==> src/rtl/mux_pkg.sv <==
// rtl/mux_pkg.sv - mode constants and state encoding shared by the channel mux/scanner
package mux_pkg;

  localparam logic MODE_MANUAL = 1'b0;
  localparam logic MODE_SCAN   = 1'b1;

  localparam logic [0:0] ST_MANUAL = 1'b0;
  localparam logic [0:0] ST_SCAN   = 1'b1;

endpackage

==> src/rtl/mux_scan_ctr.sv <==
// rtl/mux_scan_ctr.sv - scan pointer, dwell counter and wrap detection for mux_scan_nx1
module mux_scan_ctr #(
  parameter int N     = 4,
  parameter int DWELL = 2,
  parameter int SW    = $clog2(N)
) (
  input  logic          clk,
  input  logic          rst_n,
  input  logic          step,
  input  logic          restart,
  input  logic          clear,
  output logic [SW-1:0] p,
  output logic          wrap_next
);

  localparam int DW = (DWELL > 1) ? $clog2(DWELL) : 1;
  localparam logic [SW-1:0] P_LAST = SW'(N - 1);
  localparam logic [DW-1:0] D_LAST = DW'(DWELL - 1);

  logic [DW-1:0] d;

  always_ff @(posedge clk or negedge rst_n) begin
    if (!rst_n) begin
      p <= '0;
      d <= '0;
    end else if (clear) begin
      p <= '0;
      d <= '0;
    end else if (step) begin
      if (d == D_LAST) begin
        d <= '0;
        p <= (p == P_LAST) ? '0 : p + SW'(1);
      end else begin
        d <= d + DW'(1);
      end
    end
  end

  // p=0,d=0 inside SCAN is only reachable by rolling over from N-1; entry is excluded via restart
  assign wrap_next = step && !restart && (p == '0) && (d == '0);

endmodule

==> src/rtl/mux_scan_nx1.sv <==
// rtl/mux_scan_nx1.sv - N-input registered mux with manual select and built-in round-robin scan
module mux_scan_nx1
  import mux_pkg::*;
#(
  parameter int N     = 4,
  parameter int W     = 1,
  parameter int DWELL = 2,
  parameter int SW    = $clog2(N)
) (
  input  logic           clk,
  input  logic           rst_n,
  input  logic           en,
  input  logic           mode,
  input  logic [SW-1:0]  sel,
  input  logic [N*W-1:0] din,
  output logic [W-1:0]   dout,
  output logic [SW-1:0]  ch,
  output logic           valid,
  output logic           wrap
);

  localparam logic [SW:0] NUM_CH = (SW + 1)'(N);

  logic [0:0]    state;
  logic          scan_step;
  logic          scan_restart;
  logic          man_clear;
  logic          wrap_next;
  logic          sel_ok;
  logic [SW-1:0] p;
  logic [SW-1:0] pick;
  logic [W-1:0]  pick_data;

  assign scan_step    = en && (mode == MODE_SCAN);
  assign scan_restart = scan_step && (state == ST_MANUAL);
  assign man_clear    = en && (mode == MODE_MANUAL);
  assign sel_ok       = ({1'b0, sel} < NUM_CH);
  assign pick         = (mode == MODE_SCAN) ? p : sel;

  mux_scan_ctr #(.N(N), .DWELL(DWELL), .SW(SW)) u_ctr (
    .clk       (clk),
    .rst_n     (rst_n),
    .step      (scan_step),
    .restart   (scan_restart),
    .clear     (man_clear),
    .p         (p),
    .wrap_next (wrap_next)
  );

  // out-of-range selects (non-power-of-two N) fall through to zero
  always_comb begin
    pick_data = '0;
    for (int k = 0; k < N; k++) begin
      if (pick == SW'(k)) pick_data = din[k*W +: W];
    end
  end

  always_ff @(posedge clk or negedge rst_n) begin
    if (!rst_n) begin
      state <= ST_MANUAL;
      dout  <= '0;
      ch    <= '0;
      valid <= 1'b0;
      wrap  <= 1'b0;
    end else if (en) begin
      state <= (mode == MODE_SCAN) ? ST_SCAN : ST_MANUAL;
      dout  <= pick_data;
      ch    <= pick;
      valid <= (mode == MODE_SCAN) || sel_ok;
      wrap  <= wrap_next;
    end else begin
      valid <= 1'b0;
      wrap  <= 1'b0;
    end
  end

endmodule

==> config.mk <==
export PLATFORM = sky130hd
export DESIGN_NAME = mux_scan_nx1
export DESIGN_NICKNAME = d
export VERILOG_FILES = /design/src/rtl/mux_pkg.sv /design/src/rtl/mux_scan_ctr.sv /design/src/rtl/mux_scan_nx1.sv
export SDC_FILE = /design/constraint.sdc
export NUM_CORES = 1
export LEC_CHECK = 0
export ABC_AREA = 0
export BUFFER_PORTS_ARGS = -buffer_cell sky130_fd_sc_hd__clkbuf_2
export CORE_UTILIZATION = 30
export CTS_CLUSTER_DIAMETER = 100
export DETAILED_ROUTE_END_ITERATION = 7
export PLACE_DENSITY = 0.62
export SLEW_MARGIN = 20
export SYNTH_ARGS = -nofsm -noshare
export SYNTH_HDL_FRONTEND = slang
export SYNTH_SLANG_ARGS = --single-unit
==> constraint.sdc <==
create_clock -name clk -period 1.3 [get_ports clk]
set_input_delay 0.065 -clock clk [delete_from_list [all_inputs] [get_ports clk]]
set_output_delay 0.065 -clock clk [all_outputs]
set_load 0.01 [all_outputs]
==> results.md, run 1 <==
- Status: complete, no violations
- Share of the yosys chip area belonging to registers: 48.39%
- Clock Pin Slew Worst Setup and Hold Paths: 0.07 ns
- Core ar.: 1366 um^2
- Critical Path RT: 1.51 ns
- CP Capture Point: dout
- ANT cells: 0
- Row cnt: 13
- 1st-pass router iterations: 4
- Largest cells by area after synthesis: dfrtp_1, a32o_1, ha_1
- Worst setup margin: 0.06856 ns
- Fmax: 812.1 MHz
- Mapped Cells: 44
- Util after Layout: 42.58%
- Num ports: 15
- First-pass GRT wire length: 1.262 mm
- Power Internal: 0.5026 mW
- Syn avg cell area: 10.58 um^2
- Final Wtd Congestion: 0.7336
- Placed wire-length estimate: 665 um
- YS warnings: 0
- DRT iter0 DRCs: 8
- Vias post-DR: 372
- Pin count of the biggest net entering global routing: 12
- Final Max Slew Viols: 0
- Synth cell types: 19
- Maximum VDD drop: 0.7421 mV
- FF-to-FF Start: u_ctr.p[0]
- Antenna violations before repair: 0
- CTS max path bufs: 2
- Main flop type after synthesis: dfrtp_1
- Relative slew slack: 86.30%
- Synth Net Count: 56
- Final nets: 75
- DRC violations left: 0
- R2R setup slack: 0.07 ns
- Static Leak: 0.2866 nW
- Startpoint Class: register
- Net switching power: 0.1945 mW
- DIE HEIGHT: 41.39 um
- GR Overflow Total: 0
- Commonest cells in the netlist: dfrtp_1, a32o_1, inv_1, nor2_1
- Vias in the first global route: 311
- CP startpoint: u_ctr.p[0]
- Pwr/cell area: 1198 nW/um^2
- Post-layout power: 0.6971 mW
- Max_cap viols: 0
- WL final: 914 um
- Unrepaired setup endpoints after global routing: no
- CTS H-tree lvls: 1
- Worst reg2reg path depth: 4
- Synth top area share: 48.39%
- Root Driver: clkbuf_4
- Postcts setup bufs: 0
- Register bit count reported by yosys: 9
- Top-count cell post-synth: dfrtp_1
- Layout Area Growth over Synthesis: 25.00%
- Port Buffers: 14
- Worst hold path class: in2reg
- Die X-Extent: 41.39 um
- Area leader, netlist: dfrtp_1
- Setup WS pre-CTS: 0.07698 ns
- CTS resizes: 0
- Comb pwr share: 20.3%
- Setup TNS: 0 ns
- Min Tclk post-route: 1.231 ns
- Max FO, Critical Path: 7
- Skew-Pair Late Insertion Delay: 0.26 ns
- Flop pwr share: 48.2%
- Clock share of power: 31.5%
- Worst Setup End Kind: register
- Sw frac: 27.90%
- CTS tree: yes
- Setup violators final: 0
- Fillers: 143
- Die area: 1713 um^2
- Post-synth ARST share: 100.0%
- Worst-margin pin slew: 0.2016 ns
- Routed Antenna Nets: 0
- Initial core utilization: 34.07%
- Post-synth EDFFs: 0
- Share of layout cells above drive strength 1: 33.87%
- CTS Buf Count: 3
- Post-synthesis cell area: 465.4 um^2
- CP Class: reg2reg
- Critical Path AT: 1.44 ns
- FF-to-FF End: dout
- Final Hold Viols: 0
- DR WL/cell: 11.87 um
- GRT Util Overall: 12.70%
- Drt via density: 4.831
- # clock sinks: 9
- Final Cycle Share: 94.73%
- Design Area, Final: 581.8 um^2
- Cell Area, Placed: 545.5 um^2
- Post-CTS Hold Buffers: 1
- Clk_skew: 0.006775 ns
## worst min-delay path by stage
stage / start / cells after the start / slack (ns) / to
after global placement: rst_n / 1 / -0.06 / state
after CTS: en / 1 / 0.06 / valid
after floorplan: rst_n / 0 / -0.23 / ch[0]
after detailed placement: rst_n / 1 / -0.06 / state
after global routing: en / 1 / 0.06 / valid
final: en / 1 / 0.07 / valid
## flip-flops by register name, indices dropped and copies added (netlist names)
name	count
u_ctr.p	2
u_ctr.d	1
state	1
wrap	1
dout	1
valid	1
ch	2
## logic make-up (layout without fill, tap and decap cells)
family	Yosys count	in the layout	share of synthesized area, %
multiplexers	3	3	8.600
adder cells (fa/ha/maj)	2	2	5.375
flip-flops	9	9	48.39
AO/OA/AOI/OAI	10	10	15.59
AND/OR/NAND/NOR	14	14	15.32
buffers and inverters	6	24	6.718
## layout by cell type, fill, tap and decap left out, drive strengths merged
| cell | synthesis | final |
|---|---|---|
| mux2 | 2 | 2 |
| mux2i | 1 | 1 |
| clkbuf | 0 | 18 |
| a21oi | 3 | 3 |
| dlygate4sd3 | 0 | 1 |
| ha | 2 | 2 |
| a32o | 4 | 4 |
| and2 | 1 | 1 |
| buf | 2 | 1 |
| a22oi | 1 | 1 |
| nor2 | 4 | 4 |
| nand3 | 1 | 1 |
| and4 | 1 | 1 |
| nor2b | 1 | 1 |
| dfrtp | 9 | 9 |
| inv | 4 | 4 |
| o21ai | 2 | 2 |
| nand2b | 3 | 3 |
| nand2 | 3 | 3 |
## worst max-delay path, stage by stage, from the launching register on
cell and delay, ns:
dfrtp_1 0.44, nand2b_1 0.17, a32o_1 0.26, a22oi_1 0.14
mux2_4 0.17
## area by class of cell
cell class / count / area [um^2] / area share (%)
Timing Repair Buffer: 16 / 87.58 / 15.05
Sequential cell: 9 / 225.2 / 38.71
Inverter: 4 / 15.01 / 2.581
Clock buffer: 4 / 26.28 / 4.516
Multi-Input combinational cell: 29 / 209.0 / 35.91
Tap cell: 15 / 18.77 / 3.226
## power groups by stage
stage               Sequential (mW)  Combinational [mW]  Clock [mW]
finish                        0.336               0.142       0.220
global route                  0.340               0.157       0.244
CTS                           0.335               0.144       0.233
detailed placement            0.341               0.140           0
global placement              0.339               0.139           0
floorplan                     0.345              0.0821           0
## stage by stage
step | hold slack, ns | instances
3_3_place_gp | -0.06435 | 72
3_5_place_dp | -0.06147 | 72
6_report | 0.06801 | 77
5_1_grt | 0.06168 | 77
4_1_cts | 0.05883 | 77
2_1_floorplan | -0.2306 | 44
## per-layer routing
layer / share of wire (%) / GRT usage, % / vias up
li1: - / - / 189
met1: 48 / 15.10 / 169
met2: 44 / 18.36 / 14
met3: 7.8 / 9.574 / 0
met4: 0 / 2.419 / 0
met5: 0 / 0 / -
(Power assumes the default switching activity.)
==> run 2: changes to the inputs <==
BUFFER_PORTS_ARGS = -buffer_cell sky130_fd_sc_hd__buf_2   (was -buffer_cell sky130_fd_sc_hd__clkbuf_2)
CAP_MARGIN = 10   (was not set)
==> run 2 against run 1 <==
Effect of this change: register-to-register slack better by 0.02 ns; largest cell class unchanged; utilization down 0.46 points; largest power group unchanged; setup slack better by 0.019 ns; critical endpoint unchanged; via count down 2.7%; clock power about the same; clock skew down 0.0035 ns; fmax up 1.6%; sequential power about the same; routed wire length down 5.6%; power down 0.84%; non-clock buffer count down 1; combinational power about the same.
==> results.md, run 2 (same netlist as run 1, synthesis figures left out) <==
- Final Cycle Share: 93.27% (-1.5 points)
- Worst hold path class: in2reg
- Net switching power: 0.1893 mW (-2.7%)
- Max_cap viols: 0 (unchanged)
- CP max stage cell: dfrtp_2
- DIE HEIGHT: 41.39 um (unchanged)
- First-pass GRT wire length: 1.207 mm (-4.4%)
- Critical Path AT: 1.42 ns (-0.02 ns)
- GR Util met2: 16.41% (-2.0 points)
- CTS max path bufs: 2 (unchanged)
- Root Driver: clkbuf_4
- Worst-margin pin slew: 0.1962 ns (-0.005400 ns)
- Static Leak: 0.2782 nW (-2.9%)
- Die area: 1713 um^2 (unchanged)
- GR peak layer: met2
- CP Capture Point: dout
- Grt met3 use: 3.191% (-6.4 points)
- Pwr/cell area: 1201 nW/um^2 (+0.23%)
- Fillers: 145 (+1.4%)
- Clock share of power: 31.4% (about the same)
- Setup violators final: 0 (unchanged)
- DR WL/cell: 11.36 um (-4.3%)
- Maximum VDD drop: 0.5216 mV (-30%)
- Skew-Pair Late Insertion Delay: 0.26 ns (about the same)
- Postcts setup bufs: 0 (unchanged)
- R2R setup slack: 0.09 ns (+0.02 ns)
- Flop pwr share: 48.5% (+0.3 points)
- Final Wtd Congestion: 0.7107 (-3.1%)
- Setup TNS: 0 ns (unchanged)
- Min Tclk post-route: 1.213 ns (-0.01891 ns)
- # clock sinks: 9 (unchanged)
- Final nets: 74 (-1.3%)
- Worst Setup End Kind: register
- Status: complete, no violations
- CTS Buf Count: 3 (unchanged)
- FF-to-FF Start: u_ctr.p[0]
- Met1 demand-to-capacity share in global routing: 15.18% (+0.081 points)
- Slowest stage delay, CP: 0.44 ns (about the same)
- Die X-Extent: 41.39 um (unchanged)
- Placed insts: 71 (-1.4%)
- Unrepaired setup endpoints after global routing: no
- Final std cells w/o fill: 76 (-1.3%)
- Worst path cell trace: nand2b_1 > a32o_1 > a22oi_1 > mux2_4
- Comb pwr share: 20.1% (-0.2 points)
- Initial core utilization: 34.07% (unchanged)
- DRT iter0 DRCs: 7 (-1)
- CP Class: reg2reg
- 1st-pass router iterations: 4 (unchanged)
- Util after Layout: 42.12% (-0.46 points)
- Core ar.: 1366 um^2 (unchanged)
- Vias post-DR: 362 (-2.7%)
- CTS H-tree lvls: 1 (unchanged)
- FF-to-FF End: dout
- Cell Area, Placed: 538.0 um^2 (-1.4%)
- Power Internal: 0.5018 mW (-0.14%)
- Sw frac: 27.39% (-0.51 points)
- Num ports: 15 (unchanged)
- Startpoint Class: register
- Post-layout power: 0.6912 mW (-0.84%)
- CP startpoint: u_ctr.p[0]
- Placed wire-length estimate: 667.8 um (+0.42%)
- Relative slew slack: 86.66% (+0.37 points)
- Port Buffers: 14 (unchanged)
- Vias in the first global route: 301 (-3.2%)
- GR Overflow Total: 0 (unchanged)
- Fmax: 824.7 MHz (+1.6%)
- Antenna violations before repair: 0 (unchanged)
- Max FO, Critical Path: 7 (unchanged)
- Routed Antenna Nets: 0 (unchanged)
- Layout Area Growth over Synthesis: 23.66%
- Design Area, Final: 575.6 um^2 (-1.1%)
- Drt via density: 4.763 (-1.4%)
- Most frequent cells in the layout: buf_2, dfrtp_1, inv_1, nor2_1, a32o_1
- CTS tree: yes
- Clock Pin Slew Worst Setup and Hold Paths: 0.06 ns (about the same)
- Clk_skew: 0.003268 ns (-0.003508 ns)
- Final Hold Viols: 0 (unchanged)
- Row cnt: 13 (unchanged)
- Critical Path RT: 1.50 ns (about the same)
- Final Max Slew Viols: 0 (unchanged)
- Share of layout cells above drive strength 1: 34.43% (+0.56 points)
- Most common cell after layout, fill and taps aside: buf_2
- GRT Util Overall: 11.51% (-1.2 points)
- Worst reg2reg path depth: 4 (unchanged)
- WL final: 863 um (-5.6%)
- ANT cells: 0 (unchanged)
- DRC violations left: 0 (unchanged)
- Largest regs: ch x2, u_ctr.p x2
- Pin count of the biggest net entering global routing: 12 (unchanged)
## run 2: changes by cell type in the layout (fill, tap and decap cells not counted), sizes merged
| cell | delta |
|---|---|
| buf | +13 |
| clkbuf | -14 |
## run 2: final cells by class
class | count | area (um^2) | share of cell area (%)
Clock buffer | 4 | 26.28 | 4.565
Inverter | 4 | 15.01 | 2.609
Multi-Input combinational cell | 29 | 209.0 | 36.30
Sequential cell | 9 | 226.5 | 39.35
Tap cell | 15 | 18.77 | 3.261
Timing Repair Buffer | 15 | 80.08 | 13.91
## run 2: through the flow
stage / hold WS, ns / worst slack [ns]
2_1_floorplan: -0.2306 / 0.1513
3_3_place_gp: -0.07116 / 0.1075
3_5_place_dp: -0.07028 / 0.07672
4_1_cts: 0.02845 / 0.06237
5_1_grt: 0.03765 / 0.008468
6_report: 0.03251 / 0.08747
## run 2: what timing repair did
action	in CTS	in global routing
resized for setup	0	1
endpoints found under the hold margin	9	0
hold buffers	1	0
setup endpoints to repair	0	1
## run 2: worst min-delay path by stage
stage,depth (start not counted),slack [ns],startpoint,to
floorplan,0,-0.23,rst_n,ch[0]
global placement,1,-0.07,rst_n,state
detailed placement,1,-0.07,rst_n,wrap
CTS,1,0.03,en,valid
global route,1,0.04,en,valid
finish,1,0.03,en,valid
## run 2: routing by layer
layer / wire length, um / up-vias
met3: 78 / 0
met2: 377 / 15
met1: 407 / 162
met4: 0 / 0
li1: - / 185
met5: 0 / -
## run 2: worst max-delay path: cells and delay by family (launching register included)
kind               cells  cell delay [ns]
DFF                    1             0.44
muxes                  1             0.16
and+or+nand+nor        1             0.15
AOI/OAI and AO/OA      2             0.40
## run 2: power groups by stage
stage,Clock [mW],Combinational (mW),Sequential (mW)
after floorplan,0,0.0821,0.345
after global placement,0,0.137,0.339
after detailed placement,0,0.139,0.340
after CTS,0.227,0.141,0.334
after global routing,0.235,0.158,0.340
final,0.217,0.139,0.335
==> run 3: changes to the inputs <==
==> constraint.sdc (replaced) <==
create_clock -name clk -period 1.3 [get_ports clk]
set_input_delay 0.39 -clock clk [delete_from_list [all_inputs] [get_ports clk]]
set_output_delay 0.39 -clock clk [all_outputs]
set_load 0.01 [all_outputs]
==> run 3 against run 2 <==
Effect of this change: largest cell class unchanged; clock power hardly changed; die area did not move; highest routed layer unchanged; first-iteration DRC count shrank 14%; cell count up 3.9%; critical path depth stayed put; routed wire length grew 8.8%.
==> results.md, run 3 (same netlist as run 1, synthesis figures left out) <==
- Share of layout cells above drive strength 1: 39.06% (+4.6 points)
- Initial core utilization: 34.07% (unchanged)
- Setup WS pre-CTS: -0.04124 ns (-0.1180 ns)
- ANT cells: 0 (unchanged)
- CTS Buf Count: 3 (unchanged)
- Status: complete, no violations
- Max FO, Critical Path: 7 (unchanged)
- Unrepaired setup endpoints after global routing: no
- CTS tree: yes
- Worst setup margin: 0.07031 ns (-0.01716 ns)
- DIE HEIGHT: 41.39 um (unchanged)
- Static Leak: 0.2954 nW (+6.2%)
- Min Tclk post-route: 1.230 ns (+0.01716 ns)
- CTS max path bufs: 2 (unchanged)
- DRT iter0 DRCs: 6 (-1)
- CP Class: reg2reg
- Hold WS: 0.3623 ns (+0.3298 ns)
- Worst path cell trace: nand2b_1 > a32o_1 > a22oi_1 > mux2_4
- Slowest stage delay, CP: 0.45 ns (about the same)
- Largest regs: ch x2, u_ctr.p x2
- Core ar.: 1366 um^2 (unchanged)
- Postcts setup bufs: 0 (unchanged)
- Num ports: 15 (unchanged)
- Placed insts: 74 (+4.2%)
- Fmax: 813.2 MHz (-1.4%)
- Skew-Pair Late Insertion Delay: 0.26 ns (about the same)
- CTS H-tree lvls: 1 (unchanged)
- Clk_skew: 0.0007274 ns (-0.002540 ns)
- First-pass GRT wire length: 1.331 mm (+10%)
- Clock Pin Slew Worst Setup and Hold Paths: 0.06 ns (about the same)
- Final nets: 77 (+4.1%)
- Relative slew slack: 86.88% (+0.21 points)
- Setup violators final: 0 (unchanged)
- Antenna violations before repair: 0 (unchanged)
- Die X-Extent: 41.39 um (unchanged)
- Final Hold Viols: 0 (unchanged)
- Vias in the first global route: 318 (+5.6%)
- Die area: 1713 um^2 (unchanged)
- Routed Antenna Nets: 0 (unchanged)
- Vias post-DR: 372 (+2.8%)
- Startpoint Class: register
- Critical Path RT: 1.51 ns (about the same)
- DR WL/cell: 11.89 um (+4.7%)
- CP max stage cell: dfrtp_2
- Final Max Slew Viols: 0 (unchanged)
- Crit path max-delay family: flip-flops
- 1st-pass router iterations: 2 (-2)
- # clock sinks: 9 (unchanged)
- WP buf/inv: 0 (unchanged)
- GR Overflow Total: 0 (unchanged)
- Pwr/cell area: 1177 nW/um^2 (-2.0%)
- Port Buffers: 14 (unchanged)
- Drt via density: 4.709 (-1.1%)
- GRT Util Overall: 13.07% (+1.6 points)
- Layout Area Growth over Synthesis: 28.76%
- Post-layout power: 0.7056 mW (+2.1%)
- WL final: 939 um (+8.8%)
- Pin count of the biggest net entering global routing: 12 (unchanged)
- Root Driver: clkbuf_4
- Final Wtd Congestion: 0.7411 (+4.3%)
- Fillers: 153 (+5.5%)
- Worst hold path class: in2reg
- Critical Path AT: 1.43 ns (about the same)
- Most common cell after layout, fill and taps aside: buf_2
- DRC violations left: 0 (unchanged)
- Final Cycle Share: 94.59% (+1.3 points)
- Maximum VDD drop: 0.5664 mV (+8.6%)
- Row cnt: 13 (unchanged)
- Placed wire-length estimate: 672.1 um (+0.64%)
- Final std cells w/o fill: 79 (+3.9%)
- Max_cap viols: 0 (unchanged)
- Worst Setup End Kind: register
- Most frequent cells in the layout: buf_2, dfrtp_1, inv_1, nor2_1, a32o_1
- Worst-margin pin slew: 0.1931 ns (-0.003129 ns)
run 3: cell types whose count changed in the layout (fill, tap and decap cells not counted), sizes merged:
cell	before	now
clkbuf	4	3
clkinv	0	1
buf	14	17
run 3: worst reg2reg max path: stages (launching register included):
cell and delay, ns:
dfrtp_2 0.45, nand2b_1 0.15, a32o_1 0.26, a22oi_1 0.15
mux2_4 0.17
run 3: per-stage QoR:
| stage | utilization [%] | TNS, ns | area, um^2 |
|---|---|---|---|
| 2_1_floorplan | - | 0 | 465.4 |
| 3_3_place_gp | 41.03 | -0.02546 | 560.5 |
| 3_5_place_dp | 41.03 | -0.04124 | 560.5 |
| 4_1_cts | 43.77 | 0 | 598.1 |
| 5_1_grt | 43.86 | 0 | 599.3 |
| 6_report | 43.86 | 0 | 599.3 |
run 3: final cells by class:
| type | count | area (um^2) | area share (%) |
|---|---|---|---|
| Inverter | 4 | 15.01 | 2.505 |
| Tap cell | 15 | 18.77 | 3.132 |
| Clock buffer | 3 | 22.52 | 3.758 |
| Sequential cell | 9 | 226.5 | 37.79 |
| Timing Repair Buffer | 18 | 102.6 | 17.12 |
| Multi-Input combinational cell | 29 | 209.0 | 34.86 |
| Clock inverter | 1 | 5.005 | 0.8351 |
run 3: path summary, 6_finish.rpt:
kind                       startpoint  slack [ns]  cells past startpoint    endpoint
hold reg to reg                 state        0.53                      1       state
min in group asynchronous       rst_n        0.51                      2       state
hold / removal                     en        0.36                      1       valid
max in group asynchronous       rst_n        0.60                      2  u_ctr.p[0]
setup / recovery           u_ctr.p[0]        0.07                      4        dout
setup reg to reg           u_ctr.p[0]        0.07                      4        dout
run 3: timing repair:
item	4_1_cts	5_1_grt
gates resized for setup	0	1
setup endpoints to repair	0	1
endpoints found under the hold margin	9	0
hold buffers	1	0
run 3: power breakdown:
part           switching [mW]  total (mW)  internal, mW  leakage, nW
registers              0.0258       0.337         0.312        0.110
logic                  0.0693       0.149        0.0800        0.168
clock network           0.105       0.219         0.114       0.0177
total                   0.200       0.706         0.505        0.295
run 3: metal layers:
metal	GRT usage, %	wire (um)
met1	17.49	478
met2	16.80	376
met4	2.419	0
met3	9.574	84
met5	0	0
